`config.mk`:
```
export PLATFORM = sky130hd
export DESIGN_NAME = fetch_unit
export DESIGN_NICKNAME = d
export VERILOG_FILES = /design/src/rtl/fetch_unit_pkg.sv /design/src/rtl/fetch_perf_counters.sv /design/src/rtl/fetch_unit.sv
export SDC_FILE = /design/constraint.sdc
export NUM_CORES = 1
export LEC_CHECK = 0
export ABC_AREA = 1
export ABC_CLOCK_PERIOD_IN_PS = 5500
export CORE_MARGIN = 2
export CORE_UTILIZATION = 44
export CTS_CLUSTER_SIZE = 8
export DETAILED_ROUTE_END_ITERATION = 10
export PLACE_DENSITY_LB_ADDON = 0.3
export SYNTH_ARGS = -nofsm -noshare
export SYNTH_HDL_FRONTEND = slang
export SYNTH_HIERARCHICAL = 1
export SYNTH_SLANG_ARGS = --single-unit
```
`constraint.sdc`:
```
create_clock -name clk -period 5.5 [get_ports clk]
set_input_delay 0.55 -clock clk [delete_from_list [all_inputs] [get_ports clk]]
set_output_delay 0.55 -clock clk [all_outputs]
set_load 0.01 [all_outputs]
```
`src/rtl/fetch_unit_pkg.sv`:
```
// fetch_unit_pkg: shared definitions for the instruction-fetch stage.
//   - Carries the csr_defs.v macros the fetch stage relies on (INST_NOP,
//     FETCH_FAULT_*, FETCH_RUN/FETCH_HOLD), guarded so an existing
//     definition from csr_defs.v takes precedence.
//   - Exposes them as typed localparams and a state enum, so the rest of
//     the fetch RTL does not depend on macro visibility.
// Optional feature macro used by this slice: FETCH_STATS_EN (see fetch_unit.sv).

`ifndef INST_NOP
`define INST_NOP 32'h0000_0013
`endif
`ifndef FETCH_FAULT_NONE
`define FETCH_FAULT_NONE 2'b00
`endif
`ifndef FETCH_FAULT_MISALIGN
`define FETCH_FAULT_MISALIGN 2'b01
`endif
`ifndef FETCH_FAULT_PAGE
`define FETCH_FAULT_PAGE 2'b10
`endif
`ifndef FETCH_RUN
`define FETCH_RUN 1'b0
`endif
`ifndef FETCH_HOLD
`define FETCH_HOLD 1'b1
`endif

package fetch_unit_pkg;

  localparam logic [31:0] INST_NOP_WORD  = `INST_NOP;
  localparam logic [1:0]  FAULT_NONE     = `FETCH_FAULT_NONE;
  localparam logic [1:0]  FAULT_MISALIGN = `FETCH_FAULT_MISALIGN;
  localparam logic [1:0]  FAULT_PAGE     = `FETCH_FAULT_PAGE;

  typedef enum logic {
    ST_RUN  = `FETCH_RUN,
    ST_HOLD = `FETCH_HOLD
  } fetch_state_e;

  // Only word-aligned PCs may be fetched.
  function automatic logic pc_misaligned(input logic [1:0] pc_lsb);
    return pc_lsb != 2'b00;
  endfunction

endpackage

```
`src/rtl/fetch_perf_counters.sv`:
```
// fetch_perf_counters: free-running 32-bit event counters for the fetch stage.
// Ports:
//   clk, rst          clock, asynchronous active-high reset
//   fetched_inc       a packet was accepted by decode this cycle
//   stall_inc         the MMU stalled a RUN-state fetch this cycle
//   redirect_inc      a trap or branch redirect occurred this cycle
//   perf_fetched      accepted-packet count (wraps at 2^32)
//   perf_stall_mmu    MMU stall cycle count (wraps at 2^32)
//   perf_redirect     redirect event count (wraps at 2^32)
// Instantiated by fetch_unit only when FETCH_STATS_EN is defined.

module fetch_perf_counters (
  input  logic        clk,
  input  logic        rst,
  input  logic        fetched_inc,
  input  logic        stall_inc,
  input  logic        redirect_inc,
  output logic [31:0] perf_fetched,
  output logic [31:0] perf_stall_mmu,
  output logic [31:0] perf_redirect
);

  always_ff @(posedge clk or posedge rst) begin
    if (rst) begin
      perf_fetched   <= 32'd0;
      perf_stall_mmu <= 32'd0;
      perf_redirect  <= 32'd0;
    end else begin
      if (fetched_inc)  perf_fetched   <= perf_fetched + 32'd1;
      if (stall_inc)    perf_stall_mmu <= perf_stall_mmu + 32'd1;
      if (redirect_inc) perf_redirect  <= perf_redirect + 32'd1;
    end
  end

endmodule

```
`src/rtl/fetch_unit.sv`:
```
// fetch_unit: instruction-fetch stage in front of the unified memory/MMU.
// Owns the PC, drives it as the IMEM virtual address, and registers an
// IF/ID packet towards decode under a valid/ready handshake.
// Ports:
//   clk, rst                 clock, asynchronous active-high reset
//   trap_valid/trap_pc       highest-priority redirect (trap entry/return)
//   br_valid/br_pc           branch/jump redirect
//   id_ready                 decode accepts the packet this cycle
//   VPC_IMEM                 fetch VA (the PC register itself)
//   access_is_inst_IMEM      high while in RUN
//   inst                     instruction for VPC_IMEM (combinational)
//   stall_IMEM               MMU walk in progress, inst not valid
//   instr_fault_mmu_IMEM     page fault on this fetch
//   faulting_va_IMEM         VA reported with the page fault
//   if_valid/if_pc/if_inst/if_fault/if_fault_va   IF/ID packet
// Optional: FETCH_STATS_EN adds perf_fetched, perf_stall_mmu, perf_redirect.

module fetch_unit
  import fetch_unit_pkg::*;
#(
  parameter logic [31:0] RESET_PC = 32'h0000_0000
) (
  input  logic        clk,
  input  logic        rst,
  input  logic        trap_valid,
  input  logic [31:0] trap_pc,
  input  logic        br_valid,
  input  logic [31:0] br_pc,
  input  logic        id_ready,
  output logic [31:0] VPC_IMEM,
  output logic        access_is_inst_IMEM,
  input  logic [31:0] inst,
  input  logic        stall_IMEM,
  input  logic        instr_fault_mmu_IMEM,
  input  logic [31:0] faulting_va_IMEM,
  output logic        if_valid,
  output logic [31:0] if_pc,
  output logic [31:0] if_inst,
  output logic [1:0]  if_fault,
  output logic [31:0] if_fault_va
`ifdef FETCH_STATS_EN
  ,
  output logic [31:0] perf_fetched,
  output logic [31:0] perf_stall_mmu,
  output logic [31:0] perf_redirect
`endif
);

  fetch_state_e state;
  logic [31:0]  pc;
  logic         slot_free;
  logic         redirect;
  logic [31:0]  redirect_pc;

  assign slot_free   = !if_valid || id_ready;
  assign redirect    = trap_valid || br_valid;
  // Trap outranks branch; br_pc is dropped when both fire.
  assign redirect_pc = trap_valid ? trap_pc : br_pc;

  assign VPC_IMEM            = pc;
  assign access_is_inst_IMEM = (state == ST_RUN);

  // PC / IF-ID packet register stage
  always_ff @(posedge clk or posedge rst) begin
    if (rst) begin
      state       <= ST_RUN;
      pc          <= RESET_PC;
      if_valid    <= 1'b0;
      if_pc       <= 32'd0;
      if_inst     <= INST_NOP_WORD;
      if_fault    <= FAULT_NONE;
      if_fault_va <= 32'd0;
    end else if (redirect) begin
      // Squashes any packet in flight and abandons an outstanding walk.
      pc       <= redirect_pc;
      if_valid <= 1'b0;
      state    <= ST_RUN;
    end else begin
      case (state)
        ST_RUN: begin
          if (slot_free) begin
            if (pc_misaligned(pc[1:0])) begin
              // Memory result is meaningless for a misaligned PC.
              if_valid    <= 1'b1;
              if_pc       <= pc;
              if_inst     <= INST_NOP_WORD;
              if_fault    <= FAULT_MISALIGN;
              if_fault_va <= pc;
              state       <= ST_HOLD;
            end else if (!stall_IMEM && instr_fault_mmu_IMEM) begin
              if_valid    <= 1'b1;
              if_pc       <= pc;
              if_inst     <= INST_NOP_WORD;
              if_fault    <= FAULT_PAGE;
              if_fault_va <= faulting_va_IMEM;
              state       <= ST_HOLD;
            end else if (!stall_IMEM) begin
              if_valid    <= 1'b1;
              if_pc       <= pc;
              if_inst     <= inst;
              if_fault    <= FAULT_NONE;
              if_fault_va <= 32'd0;
              pc          <= pc + 32'd4;
            end else begin
              // Stalled: the current packet (if any) drains.
              if_valid <= 1'b0;
            end
          end
        end
        ST_HOLD: begin
          if (id_ready) if_valid <= 1'b0;
        end
        default: state <= ST_RUN;
      endcase
    end
  end

`ifdef FETCH_STATS_EN
  fetch_perf_counters u_perf (
    .clk            (clk),
    .rst            (rst),
    .fetched_inc    (if_valid && id_ready),
    .stall_inc      (stall_IMEM && (state == ST_RUN)),
    .redirect_inc   (redirect),
    .perf_fetched   (perf_fetched),
    .perf_stall_mmu (perf_stall_mmu),
    .perf_redirect  (perf_redirect)
  );
`endif

endmodule

```
==> flow_summary.yaml <==
run_status:
  status: "finished, final reports clean"
sta:
  setup_slack_ns: 2.17
  finalCritPeriodShare_pct: 60.5
  worstMarginPinSlew_ns: 0.871
  hold_violations: 0
  relSlewSlack_pct: 41.9
  fmax_ghz: 0.301
  setup_violations: 0
  finClkSkew_ns: 0.0107
  finalMaxSlewViolations: 0
  min_period_ns: 3.33
  hold_ws_ns: 0.474
  rsz0062_at_grt: "no"
  tns_ns: 0
logic_synthesis:
  syn_inst: 860
  ys.flop_type: "dfrtp_1"
  synth_compound_area_share_pct: 14.9
  synth_area_um2: 6660
  synth_top_family_by_area: "simple AND/OR/NAND/NOR gates"
  synth_nets: 996
  synth_seq_area_share_pct: 49.7
  synthXorXnorAreaFrac_pct: 0
  synth_enable_flop_cells: 0
  synth.area.mux_share_pct: 0
  synth_adder_area_share_pct: 0.188
  synth_warnings: 6
  ys_async_sr_fraction_pct: 100
  synth-simple-area-share_pct: 28.1
  synth.distinct_cells: 32
  ys_seq_elements: 132
  avgSynthCellArea_um2: 7.74
route:
  drtIter0Drc: 636
  viasPerCell: 5.40
  firstDrtPassIters: 6
  routedWlPerCell_um: 17.1
  antenna_left: 0
  drt_wl_total_um: 22200
  vias: 6999
  drc_errors: 0
clocking:
  cts_buffers: 17
  cts_tree: "built"
  cts-htree-levels: 4
  cts_buffer_depth: 2
  clk_latency_ns: 0.42
  cts_root_buf: "clkbuf_16"
  clk_pin_slew_worst_paths_ns: 0.06
  cts_resized: 0
  cts_hold_buf: 0
  cts_setup_buffers: 0
  clock_sinks: 132
flow_run:
  max_cap_viol_count: 0
placed_design:
  globalplace.congestion: 0.923
  dp_hpwl_um: 16200
  io_buffer_count: 266
  place_inst: 1265
  dp_slack_ns: 1.74
power:
  powerDensity_nw_per_um2: 352
  irDropWorstVdd_mv: 0.225
  leakage_nw: 4.27
die:
  row_count: 44
  dieArea_um2: 16100
  die_w_um: 127
  initial_core_util_pct: 45.5
  die_h_um: 127
  boundaryPins: 267
  core_um2: 14600
worst_setup_path:
  crit_top_cell: "buf_4"
  crit_path_end_kind: "flop"
  cp_cell_sequence: "clkdlybuf4s50_1, buf_4, clkinv_2, nand2_4, nor2_4, nand3_4, buf_4, nor2_1, o211ai_1"
  arrival_ns: 3.67
  r2r_slack_ns: 2.64
  startpoint_type: "input pin"
  crit_buf_inv: 4
  cp.required_ns: 5.84
  cpPeakStageDelay_ns: 0.60
  cp_max_fo: 66
  critical-path-top-delay-family: "buffers and inverters"
  worst-setup-path-type: "in -> reg"
  crit_slowest_cell: "buf_4"
cells_and_area:
  syn2layout_area_growth_pct: 49.6
  final_cell_mix: "clkdlybuf4s50_1, nand2_1, dfrtp_1"
  mostFrequentLayoutCell: "clkdlybuf4s50_1"
  fin_util_pct: 68.0
  stdcell_count: 1297
  drive_above_1_share_pct: 5.12
  fin_nets: 1236
  antenna_cells: 0
  nFillCells: 1252
global_routing:
  grt_pass1_wl_um: 34800
  grt_pass1_vias: 6573
  antenna_found_initial: 0
  grt_max_degree: 86
  grt-ovfl-total: 0
  grt_usage_pct: 27.7
hold_path:
  hp-class: "reg -> reg"
-- where the power goes --
part           internal [mW]  total (mW)  switching, mW
combinational          0.522       0.994          0.472
clock                  0.779        1.21          0.430
sequential              1.16        1.30          0.141
-- final timing paths --
path / to / cells past startpoint / from
min in group asynchronous: if_inst[9]$_DFFE_PP0P_ / 2 / rst
hold / removal: if_inst[0]$_DFFE_PP1P_ / 2 / if_inst[0]$_DFFE_PP1P_
hold reg to reg: if_inst[0]$_DFFE_PP1P_ / 2 / if_inst[0]$_DFFE_PP1P_
setup reg to reg: if_fault_va[27]$_DFFE_PP0P_ / 6 / VPC_IMEM[0]$_DFFE_PP0P_
setup / recovery: if_fault_va[27]$_DFFE_PP0P_ / 9 / trap_valid
max in group asynchronous: if_inst[12]$_DFFE_PP0P_ / 3 / rst
-- metrics by stage --
| step | area [µm²] | power (mW) |
|---|---|---|
| after global placement | 9330 | 2.29 |
| after detailed placement | 9330 | 2.31 |
| after floorplan | 6660 | 1.71 |
| final | 9960 | 3.50 |
| after global routing | 9960 | 3.66 |
| after CTS | 9960 | 3.52 |
-- layer usage --
metal	track usage, %	share of wire [%]	vias to the layer above
met4	11.1	2.8	0
met3	6.87	9.2	50
met2	42.5	45	391
met1	38.0	43	3227
li1	-	-	3331
met5	0	0	-
-- worst reg2reg max path: stages, from the launching register on --
cell and delay (ns):
dfrtp_1 0.44, nor2_4 0.62, nand2_1 0.24, nand3_4 0.50, buf_4 0.62, nor2_1 0.17, o211ai_1 0.20
-- cells by family after synthesis --
group / count (synthesis)
flip-flops: 132
AO/OA/AOI/OAI: 174
buffers and inverters: 103
AND/OR/NAND/NOR: 450
adder cells (fa/ha/maj): 1
-- cells in the mapped netlist (2+ instances only) --
master	instances	share of area (%)
buf_4	9	1.0
buf_6	2	0.34
o21ai_0	31	2.3
inv_2	2	0.11
dfstp_2	3	1.2
nor2_4	4	0.68
clkbuf_1	13	0.73
nand3_1	72	5.4
o22ai_1	3	0.28
o21ai_1	63	4.7
a31oi_1	4	0.38
o211ai_1	7	0.79
nor2_2	3	0.28
dfrtp_1	129	48
nand2_1	233	13
nor4_1	2	0.19
inv_1	48	2.7
nand2_4	2	0.34
o311ai_1	23	3.0
nor2_1	124	7.0
nand4_1	6	0.56
a22oi_1	4	0.45
a21oi_1	39	2.9
buf_2	25	1.9
clkinv_2	2	0.15
-- flip-flops by register name, summed over array words and instances (netlist names) --
| register | count |
|---|---|
| if_pc | 32 |
| if_inst | 32 |
| state | 1 |
| if_fault | 2 |
| VPC_IMEM | 32 |
| if_valid | 1 |
| if_fault_va | 32 |
-- final cells by class --
class | instances | area [µm²] | share of cell area, %
Clock buffer | 19 | 453 | 4.55
Inverter | 53 | 209 | 2.10
Clock inverter | 13 | 181 | 1.82
Sequential cell | 132 | 3310 | 33.2
Tap cell | 184 | 230 | 2.31
Multi-Input combinational cell | 625 | 2880 | 28.9
Timing Repair Buffer | 271 | 2700 | 27.1
Power figures use the tool's default switching activity.
